### config.mk
export PLATFORM = sky130hd
export DESIGN_NAME = data_memory_param_flat
export DESIGN_NICKNAME = d
export VERILOG_FILES = /design/src/rtl/data_memory_param_pkg.sv /design/src/rtl/data_memory_param_if.sv /design/src/rtl/data_memory_param_read_delay_pipe.sv /design/src/rtl/data_memory_param.sv /design/src/flat_wrapper.sv
export SDC_FILE = /design/constraint.sdc
export NUM_CORES = 2
export LEC_CHECK = 0
export ABC_AREA = 1
export CAP_MARGIN = 40
export CORE_ASPECT_RATIO = 0.75
export CORE_UTILIZATION = 35
export CTS_CLUSTER_SIZE = 14
export DETAILED_ROUTE_END_ITERATION = 10
export DONT_BUFFER_PORTS = 1
export HOLD_SLACK_MARGIN = 0.06
export PLACE_DENSITY = 0.53
export SLEW_MARGIN = 40
export SYNTH_ARGS = -nofsm -noshare
export SYNTH_HDL_FRONTEND = slang
export SYNTH_HIERARCHICAL = 1
export SYNTH_SLANG_ARGS = --single-unit
### constraint.sdc
create_clock -name clk_i -period 3.62 [get_ports clk_i]
set_clock_uncertainty 0.2 [all_clocks]
set_input_delay 0.905 -clock clk_i [delete_from_list [all_inputs] [get_ports clk_i]]
set_output_delay 0.905 -clock clk_i [all_outputs]
set_load 0.005 [all_outputs]
### src/rtl/data_memory_param_pkg.sv
// Shared types and helpers for the parametrised data memory.
package data_memory_pkg;

  typedef enum logic {
    INIT  = 1'b0,
    READY = 1'b1
  } mem_state_e;

  localparam int MAX_READ_LATENCY = 4;

  function automatic int clog2(input int value);
    int r;
    r = 0;
    while ((1 << r) < value) r++;
    return r;
  endfunction

endpackage

### src/rtl/data_memory_param_if.sv
// Load/store port of the data memory.
// Requests are sampled on the rising edge only while ready=1; a read result is
// valid exactly in the cycle read_valid=1, and read_data holds between results.
interface data_memory_param_if #(
  parameter int DATA_WIDTH = 32,
  parameter int ADDR_WIDTH = 32
);
  logic [ADDR_WIDTH-1:0]   address;
  logic [DATA_WIDTH-1:0]   write_data;
  logic [DATA_WIDTH/8-1:0] byte_enable;
  logic                    memory_read;
  logic                    memory_write;
  logic [DATA_WIDTH-1:0]   read_data;
  logic                    read_valid;
  logic                    addr_error;
  logic                    ready;

  modport master (
    output address, write_data, byte_enable, memory_read, memory_write,
    input  read_data, read_valid, addr_error, ready
  );

  modport slave (
    input  address, write_data, byte_enable, memory_read, memory_write,
    output read_data, read_valid, addr_error, ready
  );
endinterface

### src/rtl/data_memory_param_read_delay_pipe.sv
// Delays a {valid, data} pair by READ_LATENCY registers; each stage's data
// only loads alongside a valid token so the last stage holds its last result.
module read_delay_pipe #(
  parameter int READ_LATENCY = 1,
  parameter int DATA_WIDTH   = 32
) (
  input  logic                  clk_i,
  input  logic                  rst_i,
  input  logic                  valid_i,
  input  logic [DATA_WIDTH-1:0] data_i,
  output logic                  valid_o,
  output logic [DATA_WIDTH-1:0] data_o
);

  logic                  valid_q [READ_LATENCY];
  logic [DATA_WIDTH-1:0] data_q  [READ_LATENCY];

  always_ff @(posedge clk_i or posedge rst_i) begin
    if (rst_i) begin
      for (int k = 0; k < READ_LATENCY; k++) begin
        valid_q[k] <= 1'b0;
        data_q[k]  <= '0;
      end
    end else begin
      valid_q[0] <= valid_i;
      if (valid_i) data_q[0] <= data_i;
      for (int k = 1; k < READ_LATENCY; k++) begin
        valid_q[k] <= valid_q[k-1];
        if (valid_q[k-1]) data_q[k] <= data_q[k-1];
      end
    end
  end

  assign valid_o = valid_q[READ_LATENCY-1];
  assign data_o  = data_q[READ_LATENCY-1];

endmodule

### src/rtl/data_memory_param.sv
// Parametrised word-organised data memory with byte enables, address checking,
// a post-reset zeroing sweep and a configurable read latency (1..4).
module data_memory_param
  import data_memory_pkg::*;
#(
  parameter int DATA_WIDTH   = 32,
  parameter int ADDR_WIDTH   = 32,
  parameter int DEPTH_LOG2   = 6,
  parameter int READ_LATENCY = 1
) (
  input  logic                 clk_i,
  input  logic                 rst_i,
  data_memory_param_if.slave   bus,
  output mem_state_e           state_o
);

  localparam int BYTES = DATA_WIDTH / 8;
  localparam int BL    = clog2(BYTES);
  localparam int WORDS = 1 << DEPTH_LOG2;
  localparam int HI    = DEPTH_LOG2 + BL;

  mem_state_e            state_q, state_d;
  logic [DEPTH_LOG2-1:0] sweep_q, sweep_d;
  logic                  addr_err_q, addr_err_d;
  logic [DATA_WIDTH-1:0] mem_q [WORDS];

  logic                  ready;
  logic                  misaligned, out_of_range, addr_bad;
  logic                  rd_acc, wr_acc;
  logic [DEPTH_LOG2-1:0] word_idx;
  logic [DATA_WIDTH-1:0] rd_word;
  logic                  pipe_valid;
  logic [DATA_WIDTH-1:0] pipe_data;

  // Upper bits are checked rather than truncated so indices never wrap.
  assign misaligned   = |bus.address[BL-1:0];
  assign out_of_range = |bus.address[ADDR_WIDTH-1:HI];
  assign addr_bad     = misaligned | out_of_range;
  assign word_idx     = bus.address[HI-1:BL];

  assign rd_acc     = ready & bus.memory_read;
  assign wr_acc     = ready & bus.memory_write;
  assign addr_err_d = (rd_acc | wr_acc) & addr_bad;
  assign rd_word    = addr_bad ? '0 : mem_q[word_idx];

  always_comb begin
    state_d = state_q;
    sweep_d = sweep_q;
    ready   = 1'b0;
    case (state_q)
      INIT: begin
        sweep_d = sweep_q + 1'b1;
        if (&sweep_q) state_d = READY;
      end
      READY:   ready = 1'b1;
      default: state_d = INIT;
    endcase
  end

  always_ff @(posedge clk_i or posedge rst_i) begin
    if (rst_i) begin
      state_q    <= INIT;
      sweep_q    <= '0;
      addr_err_q <= 1'b0;
    end else begin
      state_q    <= state_d;
      sweep_q    <= sweep_d;
      addr_err_q <= addr_err_d;
    end
  end

  // Array is not reset; the INIT sweep clears it one word per cycle.
  always_ff @(posedge clk_i) begin
    if (state_q == INIT) begin
      mem_q[sweep_q] <= '0;
    end else if (wr_acc && !addr_bad) begin
      for (int i = 0; i < BYTES; i++) begin
        if (bus.byte_enable[i]) mem_q[word_idx][8*i +: 8] <= bus.write_data[8*i +: 8];
      end
    end
  end

  read_delay_pipe #(
    .READ_LATENCY (READ_LATENCY),
    .DATA_WIDTH   (DATA_WIDTH)
  ) u_read_pipe (
    .clk_i   (clk_i),
    .rst_i   (rst_i),
    .valid_i (rd_acc),
    .data_i  (rd_word),
    .valid_o (pipe_valid),
    .data_o  (pipe_data)
  );

  assign bus.read_valid = pipe_valid;
  assign bus.read_data  = pipe_data;
  assign bus.addr_error = addr_err_q;
  assign bus.ready      = ready;
  assign state_o        = state_q;

endmodule

### src/flat_wrapper.sv
// flat-port wrapper written by rule: the top's interface ports become plain ports
module data_memory_param_flat import data_memory_pkg::*;
#(
  parameter int DATA_WIDTH   = 32,
  parameter int ADDR_WIDTH   = 32,
  parameter int DEPTH_LOG2   = 6,
  parameter int READ_LATENCY = 1
)
  (clk_i, rst_i, state_o, bus_address, bus_write_data, bus_byte_enable, bus_memory_read, bus_memory_write, bus_read_data, bus_read_valid, bus_addr_error, bus_ready);
  data_memory_param_if #(.DATA_WIDTH(DATA_WIDTH), .ADDR_WIDTH(ADDR_WIDTH)) bus_i ();
  input  logic clk_i;
  input  logic rst_i;
  output mem_state_e state_o;
  input wire logic [$bits(bus_i.address)-1:0] bus_address;
  input wire logic [$bits(bus_i.write_data)-1:0] bus_write_data;
  input wire logic [$bits(bus_i.byte_enable)-1:0] bus_byte_enable;
  input wire logic [$bits(bus_i.memory_read)-1:0] bus_memory_read;
  input wire logic [$bits(bus_i.memory_write)-1:0] bus_memory_write;
  output wire logic [$bits(bus_i.read_data)-1:0] bus_read_data;
  output wire logic [$bits(bus_i.read_valid)-1:0] bus_read_valid;
  output wire logic [$bits(bus_i.addr_error)-1:0] bus_addr_error;
  output wire logic [$bits(bus_i.ready)-1:0] bus_ready;
  assign bus_i.address = bus_address;
  assign bus_i.write_data = bus_write_data;
  assign bus_i.byte_enable = bus_byte_enable;
  assign bus_i.memory_read = bus_memory_read;
  assign bus_i.memory_write = bus_memory_write;
  assign bus_read_data = bus_i.read_data;
  assign bus_read_valid = bus_i.read_valid;
  assign bus_addr_error = bus_i.addr_error;
  assign bus_ready = bus_i.ready;
  data_memory_param #(.DATA_WIDTH(DATA_WIDTH), .ADDR_WIDTH(ADDR_WIDTH), .DEPTH_LOG2(DEPTH_LOG2), .READ_LATENCY(READ_LATENCY)) u_core (.clk_i(clk_i), .rst_i(rst_i), .bus(bus_i), .state_o(state_o));
endmodule
; Yosys cells after proc, flatten, opt, wreduce, memory -nomap -nowiden
; Memory sizes are Yosys's and may differ from the RTL's.
; Cells that the tools add are included.
[totals]
regBits = 41
latch_bits = 0
ram_bits = 2048
mem_bits_ro = 0
input_bits = 72
wordCells = 42
mem_count = 1
[classes]
addsub = 1
n_mul = 0
div = 0
n_lt_le_gt_ge = 0
n_eq_ne = 0
shift = 0
n_mux = 24
bitwise = 5
reduce_logical = 6
[mem_list]
columns = name, depth, word_bits, rd, rd_ports_with_merged_regs, write_ports, line_no
row1 = u_core.mem_q, 64, 32, 1, 0, 1, data_memory_param.sv:25  ; logic [DATA_WIDTH-1:0] mem_q [WORDS];
[op_table]
columns = op, count
row1 = two-way mux 32 bit, 2
row2 = OR reduction 32 bit, 1
row3 = OR reduction 24 bit, 1
row4 = two-way mux 1 bit, 20
row5 = "adder 6 x 1 -> 6 bit, second input constant", 1
row6 = two-way mux 6 bit, 1
row7 = AND reduction 6 bit, 1
row8 = two-way mux 4 bit, 1
row9 = AND 1 bit, 3
row10 = OR 1 bit, 2
row11 = OR reduction 2 bit, 1
row12 = logical AND 1 bit, 1
row13 = zero test 1 bit, 1

; Depth between registers and ports, before layout
[logic_depth]
word_depth = 9
ltp_mapped = 16

; Hierarchy
; The synthesis kept the hierarchy.
[by_module_without_submodules]
columns = module, n_inst, cells_per_inst, area_per_inst_um2, seq_area_each_um2
row1 = data_memory_param, 1, 6573, 82272.7, 61699.2
row2 = read_delay_pipe, 1, 138, 1321.3, 825.8

; Worst setup path after synthesis
; OpenSTA, ideal clock, no wires.
[synth_path]
kind = input-to-reg
startpoint = input bus_address[8]
endpoint = memory u_core.mem_q[0][10], data pin
setup_time_ns = 0.500
arrival_time_ns = 3.738
t_required_ns = 2.920
slack_ns = -0.817
path_stages = 10
n_path_buf = 2
cell_sequence = or2_1 -> nor2_1 -> nand2_1 -> nor2_4 -> o211ai_4 -> nand2_4 -> buf_4 -> inv_1 -> clkbuf_1 -> nor2_1
[synth_via]
elab_chain_cells = 9
elab_cells_between_ends = 18
[synth_rtl]
columns = item, line_no
row1 = from (decl), flat_wrapper.sv:14  ; input wire logic [$bits(bus_i.address)-1:0] bus_address;
row2 = OR reduction 24 bit *, data_memory_param.sv:37  ; assign out_of_range = |bus.address[ADDR_WIDTH-1:HI];
row3 = OR 1 bit *, data_memory_param.sv:38  ; assign addr_bad = misaligned | out_of_range;
row4 = zero test 1 bit *, data_memory_param.sv:76  ; end else if (wr_acc && !addr_bad) begin
row5 = logical AND 1 bit *, data_memory_param.sv:76
row6 = two-way mux 1 bit, data_memory_param.sv:76
row7 = two-way mux 1 bit, data_memory_param.sv:74  ; if (state_q == INIT) begin
row8 = two-way mux 1 bit (not written as such), data_memory_param.sv:78  ; if (bus.byte_enable[i]) mem_q[word_idx][8*i +: 8] <= bus.write_data[8*i +: 8];
row9 = OR reduction 32 bit (no source line) *, --
row10 = two-way mux 32 bit (no source line) *, --
row11 = to (decl), data_memory_param.sv:25
; Mark *: on every way between the ends. The rest lies on a longest branch, timed or not.

; Worst setup path in the final report
[layout_path]
startpoint = input bus_address[2]
endpoint = register u_core.u_read_pipe.data_q (netlist bit u_core/u_read_pipe/data_o[19])
[layout_via]
elab_chain_cells = 2
[layout_rtl]
columns = item, line_no
row1 = memory read (64 x 32 bit), --
row2 = two-way mux 32 bit, data_memory_param.sv:44  ; assign rd_word = addr_bad ? '0 : mem_q[word_idx];
row3 = named net u_core.rd_word[19], data_memory_param.sv:31  ; logic [DATA_WIDTH-1:0] rd_word;
row4 = "to (signal, indexed assignment)", data_memory_param_read_delay_pipe.sv:29  ; if (valid_q[k-1]) data_q[k] <= data_q[k-1];
row5 = to (decl), data_memory_param_read_delay_pipe.sv:16  ; logic [DATA_WIDTH-1:0] data_q [READ_LATENCY];
; The timed path passes the listed nets, and every way through them passes these cells.
; A chain may end at the register's enable or synchronous reset.

==> metrics.md <==
| Metric | Value |
|---|---|
| Outcome | `finished, final reports clean` |
| Overflow after GRT | `0` |
| Synth unique cells | `37` |
| Nets | `about 7200` |
| Via count | `approximately 58000` |
| Gr usage total | `between 20 and 25%` |
| Crit path required time | `roughly 4.2 ns` |
| Flops & latches, synth | `between 2000 and 2500` |
| Worst hold-check path type | `input pin to flip-flop` |
| Via density per instance | `between 5 and 6` |
| CP Max Fanout | `between 90 and 100` |
| Top cells by area, synth | `edfxtp_1 (74%), o21ai_0 (6.5%), nor2_1 (6.3%), o22ai_1 (3.2%), nand2_1 (3.0%)` |
| Fin crit share | `a little over nine tenths` |
| Initial Util | `between 30 and 40%` |
| Setup bufs post-CTS | `0` |
| Primary FF master, synth | `edfxtp_1` |
| Dpl cells | `10000` |
| LEAKAGE | `around 0.030 µW` |
| HP Start | `bus_write_data[6]` |
| Max-cap violations | `0` |
| Synth Area per Inst | `approximately 12 µm²` |
| Reg2reg start | `u_core/state_o` |
| Avg WL per Cell | `~26 µm` |
| Die width | `roughly 570 µm` |
| Most frequent cells in the layout | `edfxtp_1 (2048), nor2_1 (1325), o21ai_0 (1086)` |
| Critical path origin | `bus_address[2]` |
| Remaining DRCs | `0` |
| Peak supply drop | `around 0.33 mV` |
| Core area | `around 240000 µm²` |
| Num CTS Buffers | `~210` |
| I/O Buffers | `0` |
| Area delta synth->final | `20.2%` |
| H-tree levels | `4` |
| Cell area after synthesis | `83600 µm²` |
| Pin count of the biggest net entering global routing | `1032` |
| FF-to-FF path depth | `12` |
| Ys Warns | `6` |
| Area leader, netlist | `edfxtp_1` |
| CP endpoint kind | `flip-flop` |
| Share of layout cells above drive strength 1 | `between 10% and 20%` |
| ANT nets after route | `0` |
| CP Launch Type | `input pin` |
| Site Rows | `between 150 and 200` |
| Synth Instances | `between 6000 and 7000` |
| Drt total wl | `~280000 µm` |
| FMAX | `approximately 280 MHz` |
| Clock transition at path regs | `approximately 0.060 ns` |
| Die ar. | `~240000 µm²` |
| Critical path type | `input pin to flip-flop` |
| I/O pin total | `about 110` |
| Relative slew slack | `between 40% and 50%` |
| Clock buffer depth | `4` |
| Final Non-Filler Cells | `10400` |
| WP data arrival | `4.09 ns` |
| CTS tree | `yes` |
| Worst Hold Depth | `3` |
| Ys async rst share | `under 10%` |
| Final Slew Violations | `0` |
| Vias in the first global route | `around 54000` |
| RD Place Congestion | `approximately 0.94` |
| DRT Pass-1 Iters | `5` |
| Worst slew pin tran | `between 0.8 and 0.9 ns` |
| Yosys top cell area share | `73.6%` |
| Skew-Pair Late Insertion Delay | `0.87 ns` |
| Final number of hold-violating endpoints | `0` |
| Die height | `around 430 µm` |
| CTS sink count | `about 2100` |
| First-pass GRT wire length | `390000 µm` |
| Initial DRC Count | `around 7400` |
| Post-synth EDFFs | `just over 2000` |
| Detail Placement HPWL | `between 150000 and 200000 µm` |
| RSZ-0062 raised after global routing | `false` |
| # setup viols final | `0` |
| Syn Nets | `6784` |
| Initial antenna violation count | `13` |
| Pwr Density | `about 490 nW/µm²` |
| Fin crit period | `about 3.5 ns` |
| Root buffer cell | `clkbuf_16` |
| Most common cell after layout, fill and taps aside | `edfxtp_1` |
| Seq/Total Area, Yosys | `between 70% and 80%` |
| Worst hold slack | `between 0.2 and 0.3 ns` |
## sequential cells by signal (all words and copies together) (netlist names)
signal,cells
u_core/u_read_pipe/valid_o,1
u_core/bus.addr_error,1
u_core/state_o,1
u_core/mem_q,2048
u_core/u_read_pipe/data_o,32
u_core/sweep_q,6
## power by group
part	switching (µW)	internal [µW]
Clock	9240	11900
Combinational	1400	622
Sequential	0	26100
Total	10600	38600
## cells in the mapped netlist (36+ instances only)
library cell	number
a21oi_1	36
buf_1	53
clkbuf_1	402
dfrtp_1	41
edfxtp_1	2048
inv_1	51
nand2_1	670
nand3_1	302
nor2_1	1398
o21ai_0	1087
o221ai_1	80
o22ai_1	427
## worst paths after layout
| check | slack (ns) | endpoint |
|---|---|---|
| setup / recovery | 0.1 | u_core/u_read_pipe/data_o[19] |
| hold / removal | 0.30 | u_core/mem_q[60][6] |
| setup reg to reg | 0.20 | u_core/mem_q[43][13] |
| hold reg to reg | 0.31 | u_core/u_read_pipe/data_o[25] |
| max in group asynchronous | 2.27 | u_core/u_read_pipe/data_o[22] |
| min in group asynchronous | 0.40 | u_core/u_read_pipe/valid_o |
## logic make-up (layout without fill, tap and decap cells)
group | after synthesis | in the layout | synth area share [%]
adders and majority gates | 1 | 1 | 0.0150
other | 0 | 4 | 0
xor gates and xnor gates | 4 | 4 | 0.0419
AOI/OAI and AO/OA | 1663 | 1663 | 11.1
and+or+nand+nor | 2412 | 2412 | 11.5
DFF | 2089 | 2089 | 74.8
buffers and inverters | 542 | 1117 | 2.57
## critical path, stage by stage
cell and delay, ns:
buf_16 0.29, buf_16 0.30, buf_16 0.34, o21ai_0 0.19, o221ai_1 0.37, nand3_1 0.30, o211ai_1 0.21, nand3_1 0.15
a21oi_1 0.41, buf_4 0.19, nand2_1 0.07, nand2_1 0.08
## metal layers
layer / vias to the layer above / track usage, % / share of wire [%]
li1: 25400 / - / -
met1: 28900 / 32.8 / 45
met2: 2955 / 31.2 / 42
met3: 301 / 7.39 / 12
met4: 4 / 4.48 / 1.8
met5: - / 0 / 0.017
## cell type report
type / count / area (µm²)
antenna: 4 / 10.0
clock buffer: 242 / 5310
clock inverter: 113 / 1090
fill: 21600 / 136000
inverter: 57 / 251
multi-input combinational: 4080 / 19300
sequential: 2089 / 62500
tap: 3120 / 3900
timing repair buffer: 705 / 8100
## metrics by stage
step	utilization [%]	cell area, µm²	setup WS (ns)	total power, µW	TNS (ns)
global route	42.6	100000	0.0266	50600	0
CTS	42.4	100000	0.0953	49200	0
global placement	39.7	93600	-0.826	28300	-769.47
detailed placement	39.7	93700	-0.737	28300	-675.93
floorplan	-	83800	-0.612	27900	-167.43
finish	42.6	101000	0.0977	49200	0
## what timing repair did
action | CTS | global route
endpoints found under the hold margin | 33 | 0
hold buffers | 1 | 0
gates resized for setup | 0 | 19
endpoints found under the setup margin | 0 | 820
No activity file was read; power rests on OpenSTA's default activity.
